[src/rtl/p_mat_seq.sv]
// Symmetric matrix load/dump sequencer: streams the upper triangle into two-port
// storage (with mirrored writes) and streams the full matrix back out row-major.
module p_mat_seq #(
  parameter int SPECTRAL_BANDS = 103,
  parameter int I_WIDTH        = 4,
  parameter int F_WIDTH        = 28,
  localparam int W             = I_WIDTH + F_WIDTH,
  localparam int AW            = $clog2(SPECTRAL_BANDS)
) (
  input  logic          clk,
  input  logic          rst,
  input  logic          cmd_start,
  input  logic          cmd_op,
  input  logic [W-1:0]  s_data,
  input  logic          s_valid,
  output logic          s_ready,
  output logic [W-1:0]  m_data,
  output logic          m_valid,
  input  logic          m_ready,
  output logic [AW-1:0] row_1,
  output logic [AW-1:0] col_1,
  output logic [AW-1:0] row_2,
  output logic [AW-1:0] col_2,
  output logic          wr_en_1,
  output logic          wr_en_2,
  output logic [W-1:0]  in_1,
  output logic [W-1:0]  in_2,
  input  logic [W-1:0]  out_1,
  output logic          busy,
  output logic          done
);

  typedef enum logic [1:0] {IDLE, WRITE, READ, FLUSH} state_t;

  localparam logic [AW-1:0] LAST = AW'(SPECTRAL_BANDS - 1);

  state_t        state_q;
  logic [AW-1:0] row_q, col_q;
  logic [AW-1:0] row_1_q, col_1_q, row_2_q, col_2_q;
  logic [W-1:0]  in_1_q, in_2_q;
  logic          wr_en_1_q, wr_en_2_q, done_q;
  logic          infl_q;
  logic [W-1:0]  fifo_q [2];
  logic          wr_ptr_q, rd_ptr_q;
  logic [1:0]    cnt_q;

  logic xfer, pop, rd_issue, flush_empty;

  assign s_ready = (state_q == WRITE);
  assign busy    = (state_q != IDLE);
  assign done    = done_q;
  assign m_valid = (cnt_q != 2'd0);
  assign m_data  = fifo_q[rd_ptr_q];
  assign row_1   = row_1_q;
  assign col_1   = col_1_q;
  assign row_2   = row_2_q;
  assign col_2   = col_2_q;
  assign in_1    = in_1_q;
  assign in_2    = in_2_q;
  assign wr_en_1 = wr_en_1_q;
  assign wr_en_2 = wr_en_2_q;

  assign xfer = s_valid && s_ready;
  assign pop  = m_valid && m_ready;
  // A same-cycle pop frees a slot, which is what lets the stream run at one beat per cycle.
  assign rd_issue = (state_q == READ) &&
                    (({1'b0, cnt_q} + {2'b0, infl_q}) < (3'd2 + {2'b0, pop}));
  assign flush_empty = !infl_q && ((cnt_q == 2'd0) || (cnt_q == 2'd1 && pop));

  always_ff @(posedge clk or negedge rst) begin
    if (!rst) begin
      state_q   <= IDLE;
      row_q     <= '0;
      col_q     <= '0;
      row_1_q   <= '0;
      col_1_q   <= '0;
      row_2_q   <= '0;
      col_2_q   <= '0;
      in_1_q    <= '0;
      in_2_q    <= '0;
      wr_en_1_q <= 1'b0;
      wr_en_2_q <= 1'b0;
      done_q    <= 1'b0;
      infl_q    <= 1'b0;
      wr_ptr_q  <= 1'b0;
      rd_ptr_q  <= 1'b0;
      cnt_q     <= 2'd0;
      for (int i = 0; i < 2; i++) fifo_q[i] <= '0;
    end else begin
      done_q    <= 1'b0;
      wr_en_1_q <= 1'b0;
      wr_en_2_q <= 1'b0;
      row_2_q   <= '0;
      col_2_q   <= '0;
      in_1_q    <= '0;
      in_2_q    <= '0;
      infl_q    <= rd_issue;
      if (infl_q) begin
        fifo_q[wr_ptr_q] <= out_1;
        wr_ptr_q         <= ~wr_ptr_q;
      end
      if (pop) rd_ptr_q <= ~rd_ptr_q;
      cnt_q <= cnt_q + {1'b0, infl_q} - {1'b0, pop};

      case (state_q)
        IDLE: begin
          row_1_q <= '0;
          col_1_q <= '0;
          if (cmd_start) state_q <= cmd_op ? READ : WRITE;
        end
        WRITE: begin
          row_1_q <= '0;
          col_1_q <= '0;
          if (xfer) begin
            wr_en_1_q <= 1'b1;
            row_1_q   <= row_q;
            col_1_q   <= col_q;
            in_1_q    <= s_data;
            wr_en_2_q <= (row_q != col_q);
            row_2_q   <= col_q;
            col_2_q   <= row_q;
            in_2_q    <= s_data;
            if (col_q == LAST) begin
              if (row_q == LAST) begin
                row_q   <= '0;
                col_q   <= '0;
                state_q <= IDLE;
                done_q  <= 1'b1;
              end else begin
                row_q <= row_q + 1'b1;
                col_q <= row_q + 1'b1;
              end
            end else begin
              col_q <= col_q + 1'b1;
            end
          end
        end
        READ: begin
          // The port-1 address registers double as the read position counters.
          if (rd_issue) begin
            if (col_1_q == LAST) begin
              col_1_q <= '0;
              if (row_1_q == LAST) begin
                row_1_q <= '0;
                state_q <= FLUSH;
              end else begin
                row_1_q <= row_1_q + 1'b1;
              end
            end else begin
              col_1_q <= col_1_q + 1'b1;
            end
          end
        end
        FLUSH: begin
          if (flush_empty) begin
            state_q <= IDLE;
            done_q  <= 1'b1;
          end
        end
        default: state_q <= IDLE;
      endcase
    end
  end

endmodule
[config.mk]
export PLATFORM = sky130hd
export DESIGN_NAME = p_mat_seq
export DESIGN_NICKNAME = d
export VERILOG_FILES = /design/src/rtl/p_mat_seq.sv
export SDC_FILE = /design/constraint.sdc
export NUM_CORES = 1
export LEC_CHECK = 0
export BUFFER_PORTS_ARGS = -buffer_cell sky130_fd_sc_hd__buf_2
export CORE_MARGIN = 10
export CORE_UTILIZATION = 45
export DETAILED_ROUTE_END_ITERATION = 12
export GPL_TIMING_DRIVEN = 0
export PLACE_DENSITY = 0.74
export SETUP_SLACK_MARGIN = 0.2
export SLEW_MARGIN = 20
export SYNTH_ARGS = -nofsm -noshare
export SYNTH_HDL_FRONTEND = slang
export SYNTH_SLANG_ARGS = --single-unit
[constraint.sdc]
create_clock -name clk -period 2.2 [get_ports clk]
set_input_delay 0 -clock clk [delete_from_list [all_inputs] [get_ports clk]]
set_output_delay 0 -clock clk [all_outputs]
set_load 0.02 [all_outputs]
=== After elaboration in Yosys (flattened, before gate mapping) ===
Cells that the tools add are included.
Widths: inputs -> output; s select.

* $add $sub $neg: 8
* Order comparisons: 4
* Equal/unequal tests: 17
* Multiplexer cells: 40
* Bitwise operators: 4
* Reductions and logical operators: 18

{| class="wikitable"
|+ Operators with widths
! operator !! count
|-
| $mux 32 || 6
|-
| $mux 7 || 11
|-
| $bwmux 64 || 1
|-
| $pmux 7 s3 || 2
|-
| $demux 32 s1 || 1
|-
| $add 7x1->7 const B || 4
|-
| $eq 7x7->1 const B || 4
|-
| $mux 2 || 9
|-
| $ne 2x1->1 const B || 5
|-
| $mux 1 || 8
|-
| $pmux 2 s4 || 1
|-
| $reduce_and 8->1 || 1
|-
| $ne 7x7->1 || 1
|-
| $logic_and 1x1->1 || 6
|-
| $ne 2x2->1 const B || 3
|-
| $reduce_and 3->1 || 2
|-
| $eq 2x1->1 const B || 2
|-
| $eq 2x2->1 const B || 2
|-
| $ge 2x2->1 const B || 2
|-
| $logic_not 2->1 || 2
|-
| $not 1->2 || 2
|-
| $reduce_and 2->1 || 2
|-
| $reduce_bool 2->1 || 2
|-
| $add 2x1->3 || 1
|-
| 10 further kinds || 11
|}

* Flip-flop bits (word level): 148
* Input port bits: 70
* Word-level logic and storage cells: 108

=== Depth between registers and ports, before layout ===
* Word-level depth: 7
* Depth in mapped cells: 8

=== Worst setup path after synthesis ===
Ideal clock, no wire load.

* Kind: register to register
* Start: reg row_1_q[0] (netlist: row_1[0])
* End: reg state_q[0]
* Arrival: 2,056 ps
* Setup slack: 18 ps
* Cell stages (with the launch flop): 8
* Buffers on the path: 0
* Cells stage by stage: dfrtp_1 -> inv_1 -> ha_1 -> and4b_1 -> nand3_2 -> or4b_1 -> a221o_1 -> mux2i_1

* Word-level cells in the longest chain between the ends: 3

{| class="wikitable"
|+ RTL lines
! item !! line !! RTL
|-
| start, declared || 39 || <nowiki>logic [AW-1:0] row_1_q, col_1_q, row_2_q, col_2_q;</nowiki>
|-
| start signal, assigned || 116 || <nowiki>row_1_q <= row_q;</nowiki>
|-
| start signal, assigned || 147 || <nowiki>row_1_q <= row_1_q + 1'b1;</nowiki>
|-
| $eq 7x7->1 || 143 || <nowiki>if (row_1_q == LAST) begin</nowiki>
|-
| $ne 2x1->1 (no line) || -- ||
|-
| $reduce_and 8->1 (no line) || -- ||
|-
| end signal, assigned || 109 || <nowiki>if (cmd_start) state_q <= cmd_op ? READ : WRITE;</nowiki>
|-
| end, declared || 37 || <nowiki>state_t state_q;</nowiki>
|}

Every way passes these cells.
A chain may end at the register's enable or synchronous reset.

=== Worst setup path after layout ===
* Start: reg col_q[0]
* End: reg state_q[0]

* Word-level cells in the longest chain between the ends: 3

{| class="wikitable"
|+ RTL lines
! item !! line !! RTL
|-
| start, declared || 38 || <nowiki>logic [AW-1:0] row_q, col_q;</nowiki>
|-
| start signal, assigned || 131 || <nowiki>col_q <= row_q + 1'b1;</nowiki>
|-
| start signal, assigned || 134 || <nowiki>col_q <= col_q + 1'b1;</nowiki>
|-
| $eq 7x7->1 || 123 || <nowiki>if (col_q == LAST) begin</nowiki>
|-
| $ne 2x1->1 (no line) || -- ||
|-
| $reduce_and 8->1 (no line) || -- ||
|}

Every way passes these cells.

==> impl_metrics.yaml <==
route:
  detail_route.wl_per_cell_um: 19.1
  route.antenna.remaining_nets: 0
  totalWireLength_um: 20300
  routed_via_density: 5.31
  drt-initial-drc-count: 456
  drt-pass1-iter-count: 4
  dr_total_vias: 5639
  detail_route.drc_violations: 0
sta:
  fin_hold_viols: 0
  timing.clock.skew_ns: 0.00721
  slew_viol_final: 0
  period_share: 0.958
  timing.max_slew.rel_slack: 0.586
  max_clock_freq_mhz: 474
  worstMarginPinSlew_ns: 0.621
  finalCriticalPeriod_ns: 2.11
  finalSetupTns_ns: 0
  worst_slack_ns: 0.0918
  rsz0062_at_grt: "true"
  finalSetupViolations: 0
  whs_ns: 0.0730
cts:
  htreeDepth: 4
  cts_tree: "done"
  clock_latency_ns: 0.42
  root_buffer_cell: "sky130_fd_sc_hd__clkbuf_16"
  worst_setup_hold_path_clk_slew_ns: 0.06
  cts_buffers: 17
  cts_buffer_depth: 2
  clock_sinks: 148
synthesis:
  synth.yosys.warnings: 0
  yosysSeqAreaShare: 0.545
  synth_enable_flop_cells: 0
  synthesis.area_per_instance_sq_um: 12.0
  mappedNetlistNets: 653
  yosys-top-cells-area: "sky130_fd_sc_hd__dfrtp_1 54%, sky130_fd_sc_hd__mux2_2 16%, sky130_fd_sc_hd__and3_1 4.4%, sky130_fd_sc_hd__buf_4 3.5%, sky130_fd_sc_hd__ha_1 3.1%"
  postSynth.asyncResetShare: 1.00
  number_of_cells_produced_by_synthesis: 566
  area_of_the_mapped_netlist_sq_um: 6800
  primary_flip_flop_cell_chosen_by_synthesis_mapping: "sky130_fd_sc_hd__dfrtp_1"
  post_synth_num_cell_types: 51
  ys_ff_latch: 148
  yosys.area.top_type_share: 0.545
  post-synth-top-area-cell: "sky130_fd_sc_hd__dfrtp_1"
worst_setup_path:
  worstSetupStartpointType: "register"
  path_buf_inv: 2
  crit_path_cell_trace: "inv_1 -> ha_1 -> nand4b_1 -> nor3_2 -> buf_4 -> nand3_1 -> a221o_1 -> mux2i_1"
  r2r-end: "state_q[0]$_DFFE_PN0P_"
  worst_r2r_path_depth: 8
  r2r_setup_slack_ns: 0.09
  critPathMaxFanout: 10
  timing.critical_path.slowest_stage_cell: "sky130_fd_sc_hd__dfrtp_2"
  critical-path-max-stage-delay_ns: 0.44
  endpoint_kind: "register"
  timing.critical_path.max_delay_family: "simple AND/OR/NAND/NOR gates"
  cp.required_ns: 2.50
  setup.worst_path.class: "reg -> reg"
  cp_data_arrival_time_ns: 2.41
  r2r-start: "col_q[0]$_DFFE_PN0P_"
floorplanning:
  fp.dieW_um: 143
  io_pins: 200
  number_of_rows_in_the_core_area: 44
  core_area_sq_um: 14600
  chipHeight_um: 143
  floorplan.initialDensity: 0.464
  total_die_area_sq_um: 20400
place:
  gp_routability_congestion: 0.892
  placedCellCount: 950
  place_ws_ns: -0.0880
  place.detailed.hpwl_um: 14200
  port-buffer-count: 199
final_layout:
  area_delta_synth_final_pct: 40.5
  layout.cells.non_filler: 1062
  num-nets-final: 951
  drive_above_1_share: 0.466
power:
  design_power_total_mw: 12.4
  max-vdd-ir-drop_v: 0.000590
  power.density_cell_area_nw_per_um2: 1300
  leakagePower_nw: 4.88
hold_path:
  hold_path_class: "in -> async"
outcome:
  status: "finished, final reports clean"
global_route:
  met1_usage: 0.235
  first_pass_grt_wire_length_um: 32100
  first_global_vias: 5982
  gr-max-usage-layer: "met2"
  grt_use_met2: 0.338
  number_of_antenna_violations_at_the_first_check_in_global_routing: 0
  maximum_number_of_pins_on_one_net_before_global_route_repair: 107
  use_met3: 0.0600
  grt_overflow_total: 0
  global_route.usage.total: 0.199
job:
  timing.max_cap.violations: 0
logic make-up (layout without fill, tap and decap cells):
family                     Yosys count  in the layout  synth area share
other                                0              1                 0
adders and majority gates           17             17            0.0313
xor gates and xnor gates            16             16            0.0206
DFF                                148            148             0.545
buffers and inverters               78            389            0.0609
muxes                               99             99             0.163
and+or+nand+nor                    133            133             0.108
AOI/OAI and AO/OA                   75             75            0.0703
stage by stage:
stage                     utilization  cell area (sq um)
after CTS                       0.648               9490
after global placement          0.549               8040
after detailed placement        0.551               8070
after global routing            0.652               9550
after floorplan                     -               6810
final                           0.652               9550
registers in the layout, summed over array words and instances, names as in the netlist:
name	cells
cnt_q	2
col_1	7
col_2	7
col_q	7
done	1
fifo_q	64
in_2	32
infl_q	1
rd_ptr_q	1
row_1	7
row_2	7
row_q	7
state_q	2
wr_en_1	1
wr_en_2	1
wr_ptr_q	1
cells in the mapped netlist (all sizes together) (9+ instances only):
library cell / number
a31oi: 11
and3: 48
buf: 39
clkbuf: 20
dfrtp: 148
ha: 17
inv: 19
mux2: 96
nand2: 26
nand3: 13
nor2: 18
o21ai: 32
xor2: 9
power breakdown:
group	total [mW]	internal, mW	switching (mW)	leakage [nW]
logic	5.26	2.36	2.90	2.71
clock network	2.98	1.80	1.18	0.284
registers	4.15	3.60	0.550	1.89
total	12.4	7.75	4.63	4.88
layout make-up:
type	instances	area [sq um]
repair buffers	279	1800
flip-flops and latches	148	3710
clock buffers	18	429
plain buffers	59	363
fillers	1047	5100
diodes	1	2.50
well taps	184	230
clock inverters	14	178
inverters	19	71.3
multi-input cells	340	2770
repair_timing:
item	in CTS	in global routing
endpoints found under the hold margin	254	0
resized for setup	18	23
hold buffers	68	0
endpoints found under the setup margin	55	75
pin swaps	3	4
buffers inserted	8	3
layout by cell type, fill, tap and decap left out, types with 3 or more instances in the layout:
cell type,instances
sky130_fd_sc_hd__dfrtp_1,142
sky130_fd_sc_hd__inv_6,4
sky130_fd_sc_hd__xor2_1,9
sky130_fd_sc_hd__inv_2,3
sky130_fd_sc_hd__nand3_1,12
sky130_fd_sc_hd__nand2_1,24
sky130_fd_sc_hd__and3_1,47
sky130_fd_sc_hd__clkbuf_1,13
sky130_fd_sc_hd__nor2_1,17
sky130_fd_sc_hd__mux2_2,96
sky130_fd_sc_hd__xnor2_1,7
sky130_fd_sc_hd__clkinvlp_4,4
sky130_fd_sc_hd__clkbuf_16,17
sky130_fd_sc_hd__mux2i_1,3
sky130_fd_sc_hd__a22o_1,5
sky130_fd_sc_hd__buf_4,44
sky130_fd_sc_hd__buf_2,200
sky130_fd_sc_hd__clkbuf_2,6
sky130_fd_sc_hd__ha_1,14
sky130_fd_sc_hd__dlygate4sd3_1,68
sky130_fd_sc_hd__o21ai_0,30
sky130_fd_sc_hd__buf_1,4
sky130_fd_sc_hd__nor2b_1,5
sky130_fd_sc_hd__nor3_1,5
sky130_fd_sc_hd__a31oi_1,11
sky130_fd_sc_hd__dfrtp_2,6
sky130_fd_sc_hd__o22ai_1,5
sky130_fd_sc_hd__inv_1,16
sky130_fd_sc_hd__bufinv_16,3
sky130_fd_sc_hd__a21oi_1,3
worst max path at each step:
stage | from | end | slack, ns | cells past startpoint
after global routing | col_q[0]$_DFFE_PN0P_ | state_q[0]$_DFFE_PN0P_ | -0.002 | 8
after detailed placement | col_q[1]$_DFFE_PN0P_ | state_q[0]$_DFFE_PN0P_ | -0.09 | 7
after global placement | rst | col_1[0]$_DFFE_PN0P_ | -1.07 | 1
final | col_q[0]$_DFFE_PN0P_ | state_q[0]$_DFFE_PN0P_ | 0.09 | 8
after CTS | col_q[0]$_DFFE_PN0P_ | state_q[1]$_DFFE_PN0P_ | 0.03 | 8
after floorplan | row_1[0]$_DFFE_PN0P_ | state_q[0]$_DFFE_PN0P_ | 0.12 | 7
routing by layer:
metal	up-vias	routed length, um
met5	-	0
met4	0	343
met3	28	1490
met2	208	10200
met1	2815	8230
li1	2588	-
Power figures use the tool's default switching activity.
